## config.mk

```make
export PLATFORM = sky130hd
export DESIGN_NAME = rca_64_bit_flat
export DESIGN_NICKNAME = d
export VERILOG_FILES = /design/src/rtl/rca_64_bit_if.sv /design/src/rtl/rca_64_bit.sv /design/src/flat_wrapper.sv
export SDC_FILE = /design/constraint.sdc
export NUM_CORES = 1
export LEC_CHECK = 0
export ABC_CLOCK_PERIOD_IN_PS = 43000
export BUFFER_PORTS_ARGS = -buffer_cell sky130_fd_sc_hd__buf_2
export CORE_AREA = 2 2 87 89
export CTS_CLUSTER_SIZE = 28
export DETAILED_ROUTE_END_ITERATION = 16
export DIE_AREA = 0 0 89 91
export PLACE_DENSITY = 0.91
export SLEW_MARGIN = 20
export SYNTH_ARGS = -nofsm -noshare
export SYNTH_HDL_FRONTEND = slang
export SYNTH_HIERARCHICAL = 1
export SYNTH_SLANG_ARGS = --single-unit
```

## constraint.sdc

```tcl
create_clock -name clk -period 43 [get_ports clk]
set_input_delay 6.45 -clock clk [delete_from_list [all_inputs] [get_ports clk]]
set_output_delay 6.45 -clock clk [all_outputs]
set_load 0.02 [all_outputs]
```

## src/rtl/rca_64_bit_if.sv

```systemverilog
// Operand/result bundle for the 64-bit ripple-carry adder.
// Master drives a/b/c_in each cycle; slave returns the registered s/c_out one cycle later, no backpressure.
interface rca_64_bit_if;
    logic [63:0] a;
    logic [63:0] b;
    logic        c_in;
    logic [63:0] s;
    logic        c_out;

    modport master (
        output a,
        output b,
        output c_in,
        input  s,
        input  c_out
    );

    modport slave (
        input  a,
        input  b,
        input  c_in,
        output s,
        output c_out
    );
endinterface

```

## src/rtl/rca_64_bit.sv

```systemverilog
// 64-bit ripple-carry adder, structural full-adder chain feeding registered {c_out, s}.
// Latency 1 cycle, one operation accepted every cycle, no backpressure.
module rca_64_bit_fa (
    input  logic x_i,
    input  logic y_i,
    input  logic ci_i,
    output logic sum_o,
    output logic co_o
);
    assign sum_o = x_i ^ y_i ^ ci_i;
    assign co_o  = (x_i & y_i) | (x_i & ci_i) | (y_i & ci_i);
endmodule

module rca_64_bit (
    input  logic         clk,
    input  logic         rst,
    rca_64_bit_if.slave  bus
);
    logic [64:0] carry;
    logic [63:0] s_d;
    logic [63:0] s_q;
    logic        c_out_d;
    logic        c_out_q;

    assign carry[0] = bus.c_in;

    // Carry ripples cell to cell; the full chain is the critical path into c_out_q.
    for (genvar i = 0; i < 64; i++) begin : g_cell
        rca_64_bit_fa u_fa (
            .x_i   (bus.a[i]),
            .y_i   (bus.b[i]),
            .ci_i  (carry[i]),
            .sum_o (s_d[i]),
            .co_o  (carry[i+1])
        );
    end

    assign c_out_d = carry[64];

    always_ff @(posedge clk) begin
        if (rst) begin
            s_q     <= 64'd0;
            c_out_q <= 1'b0;
        end else begin
            s_q     <= s_d;
            c_out_q <= c_out_d;
        end
    end

    assign bus.s     = s_q;
    assign bus.c_out = c_out_q;
endmodule

```

## src/flat_wrapper.sv

```systemverilog
// flat-port wrapper written by rule: the top's interface ports become plain ports
module rca_64_bit_flat 
  (clk, rst, bus_a, bus_b, bus_c_in, bus_s, bus_c_out);
  rca_64_bit_if bus_i ();
  input  logic clk;
  input  logic rst;
  input wire logic [$bits(bus_i.a)-1:0] bus_a;
  input wire logic [$bits(bus_i.b)-1:0] bus_b;
  input wire logic [$bits(bus_i.c_in)-1:0] bus_c_in;
  output wire logic [$bits(bus_i.s)-1:0] bus_s;
  output wire logic [$bits(bus_i.c_out)-1:0] bus_c_out;
  assign bus_i.a = bus_a;
  assign bus_i.b = bus_b;
  assign bus_i.c_in = bus_c_in;
  assign bus_s = bus_i.s;
  assign bus_c_out = bus_i.c_out;
  rca_64_bit u_core (.clk(clk), .rst(rst), .bus(bus_i));
endmodule
```

==> impl_metrics.csv <==
group,metric,value,unit
detailed_routing,dr_total_vias,2208,
detailed_routing,drtPass1Iterations,4,
timing,setup-violations-final,0,
timing,grt_setup_unrepaired,"false",
die,io_pins,196,
cts,clock-sinks,65,
cts,clk_transition_reported_paths,60,ps
detailed_routing,avgViaCountPerCell,4.40,
cts,cts_hold_buffers,0,
placed_design,place.gp.congestion,0.792,
placed_design,dp_slack,10620,ps
setup_path,worst_ep_arrival_time,32240,ps
cells_and_area,insertedDiodeCount,0,
logic_synthesis,yosys-mux-area-fraction,0,%
grt,grt.total_usage,17.6,%
setup_path,crit_path_start_kind,"primary input",
logic_synthesis,yosys.cell_types.count,6,
logic_synthesis,asyncSetResetFlopFracSynth,0,%
pwr,power,0.163,mW
cells_and_area,stdcell_area,4340,µm²
die,rows,31,
timing,timing.final.ws_setup,10940,ps
logic_synthesis,synthTopCellsByCount,"65 x dfxtp_1, 64 x fa_1, 35 x nor2b_1",
die,dieWidth,89,µm
cts,cts_setup_buffers,0,
cells_and_area,num-fill-cells,617,
worst_hold_path,holdCritPathClass,"in2reg",
cts,tritoncts.num_buffers,9,
detailed_routing,drc,0,
logic_synthesis,netlist_top_cells_area,"dfxtp_1 41%, fa_1 41%, nor2b_2 8.4%",
cts,clockRootBuffer,"clkbuf_8",
logic_synthesis,yosys_warnings,6,
grt,via_count_of_the_first_global_routing_pass,2459,
setup_path,critical-path-top-cell-by-count,"fa_1",
grt,global_route.overflow_total,0,
logic_synthesis,synth_top_area_share,41.5,%
detailed_routing,initialDrtViolationCount,16,
run,cap_violations,0,
timing,final.period_utilization,74.6,%
detailed_routing,ant_nets,0,
cells_and_area,final_core_util,60.8,%
setup_path,cpLargestDelayFamily,"adder cells",
setup_path,cp_max_fo,1,
cts,cts.path.max_buffers,2,
detailed_routing,wl_per_cell,13.8,µm
detailed_routing,detail_route.wirelength,6910,µm
cts,tritoncts,"yes",
setup_path,timing.critical_path.to_type,"flop",
cells_and_area,net_count_of_the_finished_layout,596,
placed_design,dp_hpwl,5950,µm
logic_synthesis,synth_seq_area_share,41.5,%
placed_design,detailed_place.area,4170,µm²
pwr,total_leakage_power,2.10,nW
logic_synthesis,post_synth_instance_area,3140,µm²
logic_synthesis,mapped_nets,396,
timing,finalHoldViolCount,0,
worst_hold_path,min-delay-start,"bus_b[28]",
timing,finalHoldWorstSlack,6500,ps
timing,setup-tns-final,0,ps
cells_and_area,drive_gt1_share,59.1,%
cts,cts-htree-levels,3,
timing,timing_max_transition_violations_final,0,
setup_path,cp_slowest_cell,"fa_1",
pwr,vdd.ir_drop.worst,0.0000160,V
logic_synthesis,synth_top_cell_by_area,"dfxtp_1",
die,start_util,44.0,%
grt,grt_pass1_wl,10600,µm
logic_synthesis,synth_cells,201,
die,design.die.area,8100,µm²
logic_synthesis,postSynthRegisterBits,65,
setup_path,timing.setup.critical_path_class,"in2reg",
logic_synthesis,synth_compound_area_share,0,%
timing,period_minus_slack,32060,ps
logic_synthesis,synth-xor-area-share,0,%
cells_and_area,stdcell_count,502,
worst_hold_path,hold-path-endpoint,"u_core/bus.s[28]",
logic_synthesis,synth_edf_count,0,
setup_path,critPathRequiredTime,43180,ps
worst_hold_path,hold_path_depth,3,
logic_synthesis,post-synth-top-count-cell,"dfxtp_1",
logic_synthesis,synth_simple_gate_area_share,15.4,%
setup_path,critPathLaunch,"bus_a[0]",
logic_synthesis,synth_adder_area_share,40.8,%
placed_design,numPortBuffers,195,
grt,initial_antenna_violation_count,0,
timing,slew_headroom,47.7,%
grt,grt_max_degree,66,
logic_synthesis,dominant_combinational_cell_family_by_area_after_synthesis,"adder cells",
placed_design,placedCellCount,489,
setup_path,number_of_buffers_and_inverters_on_the_critical_path,1,
pwr,power-per-cell-area,37.5,nW/µm²
setup_path,slowest_stage_delay_cp,440,ps
timing,max_freq,31.2,MHz
die,core_region_area,7140,µm²
logic_synthesis,synth_area_per_cell,15.6,µm²
die,floorplan.die.height,91,µm
outcome,outcome,"finished, final reports clean",
logic_synthesis,synth_top_flop_cell,"dfxtp_1",
cells_and_area,syn2layout_area_growth,38.4,%
timing,max_slew.worst_pin.slew,785,ps
cts,postCtsResizedCells,0,
[area by class of cell]
| type | count | area [µm²] | area share [%] |
|---|---|---|---|
| clock buffer | 13 | 169 | 3.89 |
| multi-input combinational | 129 | 1760 | 40.6 |
| sequential | 65 | 1300 | 30.0 |
| tap | 99 | 124 | 2.85 |
| timing repair buffer | 196 | 983 | 22.7 |
[cells in the final DEF (no fill, tap or decap), drive strengths merged]
| master | count |
|---|---|
| buf | 196 |
| clkbuf | 13 |
| dfxtp | 65 |
| fa | 64 |
| nor2b | 65 |
[flip-flops by register name (all words and copies together), names as in the netlist]
name / flops
u_core/bus.s: 64
u_core/bus.c_out: 1
[worst max-delay path by stage]
stage | endpoint | slack [ps] | cells after the start
detailed placement | u_core/bus.s[63] | 10620 | 66
global placement | u_core/bus.s[63] | 11090 | 66
global route | u_core/bus.s[63] | 10360 | 66
floorplan | u_core/bus.s[63] | 11930 | 65
CTS | u_core/bus.s[63] | 10980 | 66
finish | u_core/bus.s[63] | 10940 | 66
[report_power, final]
part	leakage, nW	internal (mW)	switching [mW]
combinational	1.47	0.0218	0.0257
sequential	0.542	0.0683	0.00184
clock	0.0875	0.0247	0.0203
total	2.10	0.115	0.0478
[metal layers]
layer	track usage, %	vias up	share of wire [%]
met4	9.20	0	2.7
met1	16.6	1069	32
met2	31.6	127	55
met5	0	-	0
li1	-	996	-
met3	7.09	16	11
[cell families after synthesis]
| logic type | count (synthesis) |
|---|---|
| adder cells (fa/ha/maj) | 64 |
| buffers and inverters | 7 |
| flip-flops | 65 |
| AND/OR/NAND/NOR | 65 |
No activity file was read; power rests on OpenSTA's default activity.
